`config.mk`:
```
export PLATFORM = sky130hd
export DESIGN_NAME = ofdm_preamble_sequencer
export DESIGN_NICKNAME = d
export VERILOG_FILES = /design/src/rtl/ofdm_preamble_sequencer.sv
export SDC_FILE = /design/constraint.sdc
export NUM_CORES = 1
export LEC_CHECK = 0
export BUFFER_PORTS_ARGS = -buffer_cell sky130_fd_sc_hd__buf_2
export CAP_MARGIN = 20
export CORE_MARGIN = 4
export CORE_UTILIZATION = 44
export CTS_CLUSTER_DIAMETER = 60
export DETAILED_ROUTE_END_ITERATION = 8
export GPL_TIMING_DRIVEN = 0
export PLACE_DENSITY_LB_ADDON = 0.15
export REMOVE_ABC_BUFFERS = 1
export SLEW_MARGIN = 20
export SYNTH_ARGS = -nofsm -noshare
export SYNTH_HDL_FRONTEND = slang
export SYNTH_SLANG_ARGS = --single-unit
```
`constraint.sdc`:
```
create_clock -name clk -period 2 [get_ports clk]
set_input_delay 0.2 -clock clk [delete_from_list [all_inputs] [get_ports clk]]
set_output_delay 0.2 -clock clk [all_outputs]
set_load 0.02 [all_outputs]
```
`src/rtl/ofdm_preamble_sequencer.sv`:
```
// Transmit preamble sequencer: fires the STF source, then ltf_generator, then passes DATA,
// merging all three phases onto one registered 32-bit IQ stream toward the DAC.
module ofdm_preamble_sequencer #(
  parameter int unsigned STF_LEN       = 160,
  parameter int unsigned LTF_LEN       = 160,
  parameter int unsigned START_TIMEOUT = 64,
  parameter int unsigned CNT_W         = 9
) (
  input  logic        clk,
  input  logic        reset,
  input  logic        tx_start,
  output logic        stf_go,
  input  logic        stf_valid,
  input  logic [31:0] stf_sample,
  output logic        ltf_letsgo,
  input  logic        ltf_started,
  input  logic [31:0] ltf_sample,
  input  logic        data_valid,
  input  logic [31:0] data_sample,
  input  logic        data_last,
  output logic        data_ready,
  output logic        out_valid,
  output logic [31:0] out_sample,
  output logic        out_last,
  output logic        busy,
  output logic        err
);

  typedef enum logic [2:0] {
    StIdle,
    StStfGo,
    StStfRun,
    StLtfGo,
    StLtfRun,
    StData
  } state_e;

  localparam logic [CNT_W-1:0] StfLast = CNT_W'(STF_LEN - 1);
  localparam logic [CNT_W-1:0] LtfLast = CNT_W'(LTF_LEN - 1);
  localparam logic [CNT_W-1:0] TmoLast = CNT_W'(START_TIMEOUT - 1);

  state_e           state_q, state_d;
  logic [CNT_W-1:0] cnt_q, cnt_d;
  logic [CNT_W-1:0] tmo_q, tmo_d;

  logic             cap;
  logic             cap_last;
  logic [31:0]      cap_sample;

  logic             out_valid_q, out_last_q;
  logic [31:0]      out_sample_q;

  always_comb begin
    state_d    = state_q;
    cnt_d      = cnt_q;
    tmo_d      = tmo_q;
    cap        = 1'b0;
    cap_last   = 1'b0;
    cap_sample = stf_sample;
    stf_go     = 1'b0;
    ltf_letsgo = 1'b0;
    data_ready = 1'b0;
    err        = 1'b0;

    unique case (state_q)
      StIdle: begin
        if (tx_start) state_d = StStfGo;
      end
      StStfGo: begin
        stf_go  = 1'b1;
        cnt_d   = '0;
        tmo_d   = '0;
        state_d = StStfRun;
      end
      StStfRun: begin
        if (stf_valid) begin
          cap = 1'b1;
          if (cnt_q == StfLast) begin
            cnt_d   = '0;
            state_d = StLtfGo;
          end else begin
            cnt_d = cnt_q + CNT_W'(1);
          end
        end else if (cnt_q == '0) begin
          // Start timeout only applies before the first sample; later gaps are holes.
          if (tmo_q == TmoLast) begin
            err     = 1'b1;
            tmo_d   = '0;
            state_d = StIdle;
          end else begin
            tmo_d = tmo_q + CNT_W'(1);
          end
        end
      end
      StLtfGo: begin
        ltf_letsgo = 1'b1;
        cnt_d      = '0;
        tmo_d      = '0;
        state_d    = StLtfRun;
      end
      StLtfRun: begin
        cap_sample = ltf_sample;
        // Once sample 0 is seen the generator streams contiguously; ltf_started is not rechecked.
        if (cnt_q != '0 || ltf_started) begin
          cap = 1'b1;
          if (cnt_q == LtfLast) begin
            cnt_d   = '0;
            state_d = StData;
          end else begin
            cnt_d = cnt_q + CNT_W'(1);
          end
        end else if (tmo_q == TmoLast) begin
          err     = 1'b1;
          tmo_d   = '0;
          state_d = StIdle;
        end else begin
          tmo_d = tmo_q + CNT_W'(1);
        end
      end
      StData: begin
        data_ready = 1'b1;
        cap_sample = data_sample;
        if (data_valid) begin
          cap = 1'b1;
          if (data_last) begin
            cap_last = 1'b1;
            state_d  = StIdle;
          end
        end
      end
      default: state_d = StIdle;
    endcase
  end

  always_ff @(posedge clk or posedge reset) begin
    if (reset) begin
      state_q      <= StIdle;
      cnt_q        <= '0;
      tmo_q        <= '0;
      out_valid_q  <= 1'b0;
      out_last_q   <= 1'b0;
      out_sample_q <= '0;
    end else begin
      state_q     <= state_d;
      cnt_q       <= cnt_d;
      tmo_q       <= tmo_d;
      out_valid_q <= cap;
      out_last_q  <= cap_last;
      if (cap) out_sample_q <= cap_sample;
    end
  end

  assign out_valid  = out_valid_q;
  assign out_last   = out_last_q;
  assign out_sample = out_sample_q;
  assign busy       = (state_q != StIdle);

endmodule

```
* Yosys cells after proc, flatten, opt, wreduce, memory -nomap -nowiden *
Index checks and enable logic that the tools add are counted.

word-level totals
  register bits = 55
  bits in latches = 0
  memory bits (writable) = 0
  ROM bits = 0
  bits of input ports = 103
  output and inout bits = 39
  memories = 0

cells by class
  add/subtract/negate cells = 2
  multiply operators = 0
  div/mod/pow operators = 0
  $lt $le $gt $ge = 0
  equal/unequal tests = 18
  shift operators = 0
  multiplexer cells = 35
  bitwise gates (word level) = 0
  reductions and logical operators = 10

operators by type and width
  kind                                                 number
  case mux 32 bit (2 select lines)                     1
  two-way mux 9 bit                                    7
  case mux 9 bit (3 select lines)                      2
  two-way mux 3 bit                                    9
  adder 9 x 1 -> 9 bit, second input constant          2
  case mux 3 bit (6 select lines)                      1
  != test 2 bit, second input constant                 8
  two-way mux 1 bit                                    13
  equality test 9 x 6 -> 1 bit, second input constant  1
  equality test 9 x 8 -> 1 bit, second input constant  1
  zero test 9 bit                                      1
  != test 3 bit, second input constant                 3
  nonzero test 9 bit                                   1
  equality test 3 x 2 -> 1 bit, second input constant  2
  equality test 3 bit, second input constant           2
  AND reduction 6 bit                                  1
  nonzero test 3 bit                                   2
  AND reduction 4 bit                                  1
  equality test 3 x 1 -> 1 bit, second input constant  1
  zero test 3 bit                                      1
  case mux 1 bit (3 select lines)                      1
  AND reduction 3 bit                                  1
  case mux 1 bit (2 select lines)                      1
  OR reduction 2 bit                                   1
  logical OR 1 bit                                     1

* Longest topological paths before layout *
Gate-level depths: netlist (run 1).

  depth after elaboration = 5
  mapped depth = 7

* Worst setup path before layout (run 1) *
No wires, ideal clock.

  path type = reg-to-reg
  start point = register cnt_q[0]
  end point = register out_sample_q[0] (netlist: out_sample[0])
  data arrival time = 1.950 ns
  path slack = -0.075 ns
  cell stages (with the launch flop) = 8
  cell sequence = dfrtp_1 inv_1 ha_1 or4b_1 o41ai_2 o21bai_2 buf_6 mux2_4

on the way
  longest elaborated chain between the ends = 4

ends and longest elaborated chain
  element                          RTL line  RTL
  from (decl)                      43        logic [CNT_W-1:0] cnt_q, cnt_d;
  from (signal assigned)           145       cnt_q <= cnt_d;
  nonzero test 9 bit               104       if (cnt_q != '0 || ltf_started) begin
  logical OR 1 bit                 104
  two-way mux 1 bit                104
  case mux 1 bit (3 select lines)  65        unique case (state_q)
  to (signal assigned)             149       if (cap) out_sample_q <= cap_sample;
  to (decl)                        51        logic [31:0] out_sample_q;

No other way between the ends.
A chain may end at the register's enable or synchronous reset.

* Final worst setup path (run 1) *
  start point = register cnt_q[1]
  end point = register out_sample_q[8] (netlist: out_sample[8])

The elaborated chain is that of the path after synthesis.

==> run metrics, run 1 <==
wire length per cell 15.35 µm; post-synth cell types 48; Clk Latency, worst-skew pair 310 ps; DR pass1 iterations 5; met1 wire length 3.710 mm; GRT Overall Usage 0.1904; slowest stage delay, CP 490 ps; Setup CP Type register to register; reg2reg setup slack -120 ps; Fin Hold WS -16.38 ps; sequential-to-total area share from yosys stat 0.3965; largest net degree at the start of global routing 56; Top FF cell, synth dfrtp_1; initial antenna violation count 0; Starting Density 0.4515; fin worst setup slack -123.1 ps; RSZ-0062 raised after global routing true; WP data arrival 2320 ps; Reg clk slew, reported paths 100 ps; Slew Limit Fails 0; Crit path required time 2200 ps; Die Area 9373 µm²; CTS sink count 55; synthesized area 3471 µm²; Leak Pwr 2.285 nW; GP Congestion 0.8226; DR vias 3192; H-tree level count 2; Max Used Layer met4; Worst setup EP type register; port bufs 141; crit-path cells inv_2 -> ha_4 -> or4b_4 -> o41ai_4 -> o21bai_4 -> buf_12 -> mux2_4; gr ovfl total 0; Mapped Cells 349; deepest clock path buffer count 2; EDFF count, synth 0; Max-slew headroom 0.5612; routed wl met3 564 µm; Peak Freq 471.0 MHz; Worst VDD drop 0.6893 mV; final hold vios 42; ANT nets after route 0; global-route wire length before repair 15.03 mm; cell family with most CP delay simple AND/OR/NAND/NOR gates; initial DRC count 127; DIE WIDTH 96.82 µm; drt total wl 9.193 mm; placed cells 572; fin crit period 2123 ps; Synth area leaders dfrtp_1 (40%), mux2_4 (13%), mux2i_1 (10%); post-synthesis register bit count 55; nets@finish 602; I/O pins 142; top cell types by occurrence after synthesis dfrtp_1 (55), nand2_1 (43), o21ai_0 (41); Setup Skew 11.69 ps; Detail Placement HPWL 6.432 mm; failing checks hold timing, setup timing; count leader, synth dfrtp_1; DP Worst Slack -569.6 ps; outcome finished, violations left; Max Fanout on Critical Path 13; vias in the first global route 3178; PnR Total Power 6.532 mW; Synth-to-Final Area Change 36.45%; via/cell ratio 5.329; critical path buffer and inverter count 2; area of the core 7687 µm²; final setup violation count 42; Pwr per Cell Area 1379 nW/µm²; syn_area_per_cell 9.945 µm²; Post-synth ARST share 1.000; clock root buffer clkbuf_8; cell taking the most area after synthesis dfrtp_1; DRC 0; layout cell share with drive strength beyond 1 0.4728; Setup crit start kind register; # Max-Cap Violations 0; Fillers 688; worst-margin pin slew 658.3 ps; CTS Buf Count 5; CTS tree built; area fraction of the dominant cell type after synthesis 0.3965; n_diodes 0; met2 wire length 4.816 mm; yosys warns 0; Die H 96.82 µm; Rows 32; Slowest cell on crit path or4b_4; final std cells w/o fill 599; fin crit share 1.062; Hold WC Path Type input pin to asynchronous set/reset pin
-- cells in the final DEF, fill, tap and decap left out, types with 2 or more instances in the layout --
cell type  netlist  routed
nand3b_1         4       4
o21ai_1          0       2
nor3_1           4       3
nor2b_1          4       3
ha_1             3       2
or4_1            5       5
dfrtp_1         55      50
a211oi_1         4       2
clkbuf_8         0       6
buf_12           0       3
buf_2            5     140
a21oi_1         14      14
o31ai_1          5       5
nand3_1          6       6
nand2_1         43      43
nand2b_1         3       2
buf_6            3       2
o21ai_0         41      39
nand4_1          6       6
dfrtp_2          0       4
clkbuf_16        0       2
inv_1            8       5
buf_4            0      14
nor2_1          10       9
inv_2            0       2
and2_1           5       5
mux2_4          29      29
a211oi_2         0       2
mux2_2           3       3
and3_1           5       5
or3_1            5       5
mux2i_1         36      36
-- repair_timing --
item,CTS,global route
endpoints found under the hold margin,0,0
pin swaps,10,6
gates cloned,3,0
setup buffers,11,5
endpoints found under the setup margin,53,51
gates resized for setup,33,8
hold buffers,0,0
-- path summary, 6_finish.rpt --
| kind | to | from | cells past startpoint |
|---|---|---|---|
| hold / removal | tmo_q[7]$_DFFE_PP0P_ | reset | 2 |
| setup reg to reg | out_sample[8]$_DFFE_PP0P_ | cnt_q[1]$_DFFE_PP0P_ | 7 |
| max in group asynchronous | state_q[0]$_DFFE_PP0P_ | reset | 2 |
| min in group clk | out_last$_DFF_PP0_ | data_last | 2 |
| hold reg to reg | out_sample[14]$_DFFE_PP0P_ | out_sample[14]$_DFFE_PP0P_ | 1 |
| setup / recovery | out_sample[8]$_DFFE_PP0P_ | cnt_q[1]$_DFFE_PP0P_ | 7 |
-- power by group --
part	switching, mW	total [mW]	internal [mW]	leakage [nW]
clock network	0.366	0.778	0.412	0.0618
logic	1.87	3.80	1.93	1.54
registers	0.403	1.95	1.55	0.684
-- through the flow --
stage	utilization	setup TNS, ps	cell area (µm²)	hold slack (ps)
5_1_grt	0.6160	-7487	4736	45.22
2_1_floorplan	-	-64540	3356	353.2
3_3_place_gp	0.5449	-128710	4189	477.4
6_report	0.6160	-3848	4736	-16.38
4_1_cts	0.6071	-5869	4667	2.144
3_5_place_dp	0.5555	-19130	4270	356.4
-- routing by layer --
metal / track usage / up-vias
li1: - / 1554
met3: 0.04326 / 7
met2: 0.3349 / 87
met4: 0.04860 / 0
met1: 0.2352 / 1544
met5: 0 / -
-- registers in the layout (all words and copies together), names as in the netlist --
| signal | cells |
|---|---|
| state_q | 3 |
| tmo_q | 9 |
| out_valid | 1 |
| out_last | 1 |
| out_sample | 32 |
| cnt_q | 9 |
-- final cells by class --
type                            count  area (µm²)  share of cell area
Multi-Input combinational cell    264        2103              0.4441
Sequential cell                    55        1385              0.2925
Timing Repair Buffer              162       965.9              0.2040
Tap cell                          102       127.6             0.02695
Clock buffer                        6       82.58             0.01744
Clock inverter                      2       38.79            0.008190
Inverter                            8       32.53            0.006869
-- logic make-up after synthesis --
kind of cell / count (synthesis) / synth area share
xor+xnor: 1 / 0.002524
compound gates: 78 / 0.1363
buf+inv: 31 / 0.04181
mux: 68 / 0.2390
fa+ha+maj: 3 / 0.01082
flops: 55 / 0.3965
simple gates: 113 / 0.1730
Note: power is estimated with default switching activity, not from simulation.
==> inputs of run 2 (changes only) <==
- SKIP_LAST_GASP: not set -> 1
==> run 2 against run 1 <==
Net effect:
- the flow still finishes with violations (hold timing, setup timing)
- clock power about the same
- via count decreased by 0.25%
- final area decreased by 0.11%
- combinational power about the same
- hold slack improved by 0.61 ps
- critical path type unchanged
- largest cell class unchanged
==> run metrics, run 2 (synthesis results as in run 1) <==
outcome finished, violations left; failing checks hold timing, setup timing; GRT Overall Usage 0.1904 (unchanged); cell family with most CP delay simple AND/OR/NAND/NOR gates; Max Fanout on Critical Path 5 (-8); Sw Ratio 0.4035 (-0.0008397); Largest register FFs 32 (unchanged); Pint 3.888 mW (about the same); # Max-Cap Violations 0 (unchanged); layout cell share with drive strength beyond 1 0.4708 (-0.002012); Slowest cell on crit path or4b_4; Switching Power 2.630 mW (-0.42%); Synth-to-Final Area Change 36.30%; GP Congestion 0.8226 (unchanged); DP Worst Slack -569.6 ps (unchanged); crit-path cells inv_2 -> ha_4 -> or4b_4 -> buf_6 -> or2_4 -> o311ai_4 -> a31o_2; initial DRC count 148 (+17%); via/cell ratio 5.316 (-0.25%); final hold vios 42 (unchanged); vias in the first global route 3172 (-0.19%); Fin Hold WS -15.77 ps (+0.6128 ps); post-route design area 4731 µm² (-0.11%); deepest clock path buffer count 2 (unchanged); Starting Density 0.4515 (unchanged); Setup crit start kind register; critical path buffer and inverter count 2 (unchanged); placed cell area 4270 µm² (unchanged); Hold WC Path Type input pin to asynchronous set/reset pin; DR pass1 iterations 5 (unchanged); Worst VDD drop 0.6894 mV (about the same); clock root buffer clkbuf_8; most common cell after layout, fill and taps aside buf_2; drt total wl 9.118 mm (-0.82%); DRC 0 (unchanged); GR Layer Usage met2 0.3360 (+0.001062); PnR Total Power 6.518 mW (-0.22%); FF-to-FF path depth 7 (unchanged); H-tree level count 2 (unchanged); Setup CP Type register to register; GRT busiest layer met2; CTS Buf Count 5 (unchanged); nets@finish 602 (unchanged); DR vias 3184 (-0.25%); Detail Placement HPWL 6.432 mm (unchanged); placed cells 572 (unchanged); Leak Pwr 2.284 nW (about the same); Die Area 9373 µm² (unchanged); Clk Latency, worst-skew pair 310 ps (about the same); gr ovfl total 0 (unchanged); global-route wire length before repair 15.03 mm (unchanged); final setup violation count 42 (unchanged); slowest stage delay, CP 490 ps (about the same); DIE WIDTH 96.82 µm (unchanged); most frequent cells in the layout buf_2 (140), dfrtp_1 (50), nand2_1 (43); met3 GRT Util 0.04254 (-0.0007210); fin worst setup slack -124.9 ps (-1.796 ps); CTS sink count 55 (unchanged); GR Util met1 0.2356 (+0.0004593); final std cells w/o fill 599 (unchanged); area of the core 7687 µm² (unchanged); Slew Limit Fails 0 (unchanged); fin crit share 1.062 (about the same); largest net degree at the start of global routing 56 (unchanged); clock power share 0.119 (about the same); CTS tree built; port bufs 141 (unchanged); wire length per cell 15.22 µm (-0.82%); Crit path required time 2250 ps (+50 ps); Rows 32 (unchanged); Peak Freq 470.6 MHz (about the same); I/O pins 142 (unchanged); initial antenna violation count 0 (unchanged); Max-slew headroom 0.5613 (about the same); Seq pwr share 0.300 (about the same); Combinational Power Share 0.581 (about the same); Worst setup EP type register; Setup Skew 11.03 ps (-0.6677 ps); Reg clk slew, reported paths 100 ps (about the same); Pwr per Cell Area 1378 nW/µm² (-0.11%); Crit path depth 7 (unchanged); WP data arrival 2380 ps (+60 ps); fin crit period 2125 ps (+1.796 ps); Die H 96.82 µm (unchanged); ANT nets after route 0 (unchanged); worst-margin pin slew 658.0 ps (-0.2906 ps); RSZ-0062 raised after global routing true; n_diodes 0 (unchanged)
## run 2: cell count changes in the layout (fill, tap and decap cells not counted)
cell      previous run  this run
a211oi_2             2         1
a211oi_1             2         3
## run 2: power by group through the flow
stage | logic [mW] | clock network, mW | registers (mW)
after CTS | 3.75 | 0.807 | 1.94
after detailed placement | 3.30 | 0 | 1.93
after floorplan | 1.89 | 0 | 2.37
after global routing | 4.08 | 0.838 | 2.01
after global placement | 3.13 | 0 | 2.03
final | 3.79 | 0.776 | 1.95
## run 2: worst reg2reg max path, cell delays in order (launching register included)
cell and delay, ps:
dfrtp_1 400, inv_2 80, ha_4 120, or4b_4 490, buf_6 140, or2_4 250, o311ai_4 370, a31o_2 220
## run 2: stage by stage
stage               setup TNS [ps]    util
finish                       -3804  0.6154
global route                 -7492  0.6154
CTS                          -5869  0.6071
detailed placement          -19130  0.5555
global placement           -128710  0.5449
floorplan                   -64540       -
## run 2: final cells by class
type | instances | area [µm²]
Clock buffer | 6 | 82.58
Clock inverter | 2 | 38.79
Fill cell | 688 | 2957
Inverter | 8 | 32.53
Multi-Input combinational cell | 264 | 2098
Sequential cell | 55 | 1385
Tap cell | 102 | 127.6
Timing Repair Buffer | 162 | 965.9
## run 2: worst paths after layout
| check | startpoint | to | slack [ps] |
|---|---|---|---|
| max | cnt_q[1]$_DFFE_PP0P_ | state_q[0]$_DFFE_PP0P_ | -120 |
| min reg2reg | out_sample[14]$_DFFE_PP0P_ | out_sample[14]$_DFFE_PP0P_ | 520 |
| max reg2reg | cnt_q[1]$_DFFE_PP0P_ | state_q[0]$_DFFE_PP0P_ | -120 |
| min | reset | out_sample[26]$_DFFE_PP0P_ | -20 |
| max in group asynchronous | reset | state_q[0]$_DFFE_PP0P_ | 1520 |
| min in group clk | data_last | out_last$_DFF_PP0_ | 150 |
## run 2: routing by layer
layer | share of wire | vias to the layer above
met5 | 0 | -
met4 | 0.010 | 0
met3 | 0.066 | 6
met2 | 0.53 | 94
met1 | 0.40 | 1524
li1 | - | 1560
## run 2: timing repair
action,in CTS,in global routing
pin swaps,10,6
setup endpoints to repair,53,51
gates resized for setup,33,7
hold buffers,0,0
buffers inserted,11,5
gates cloned,3,0
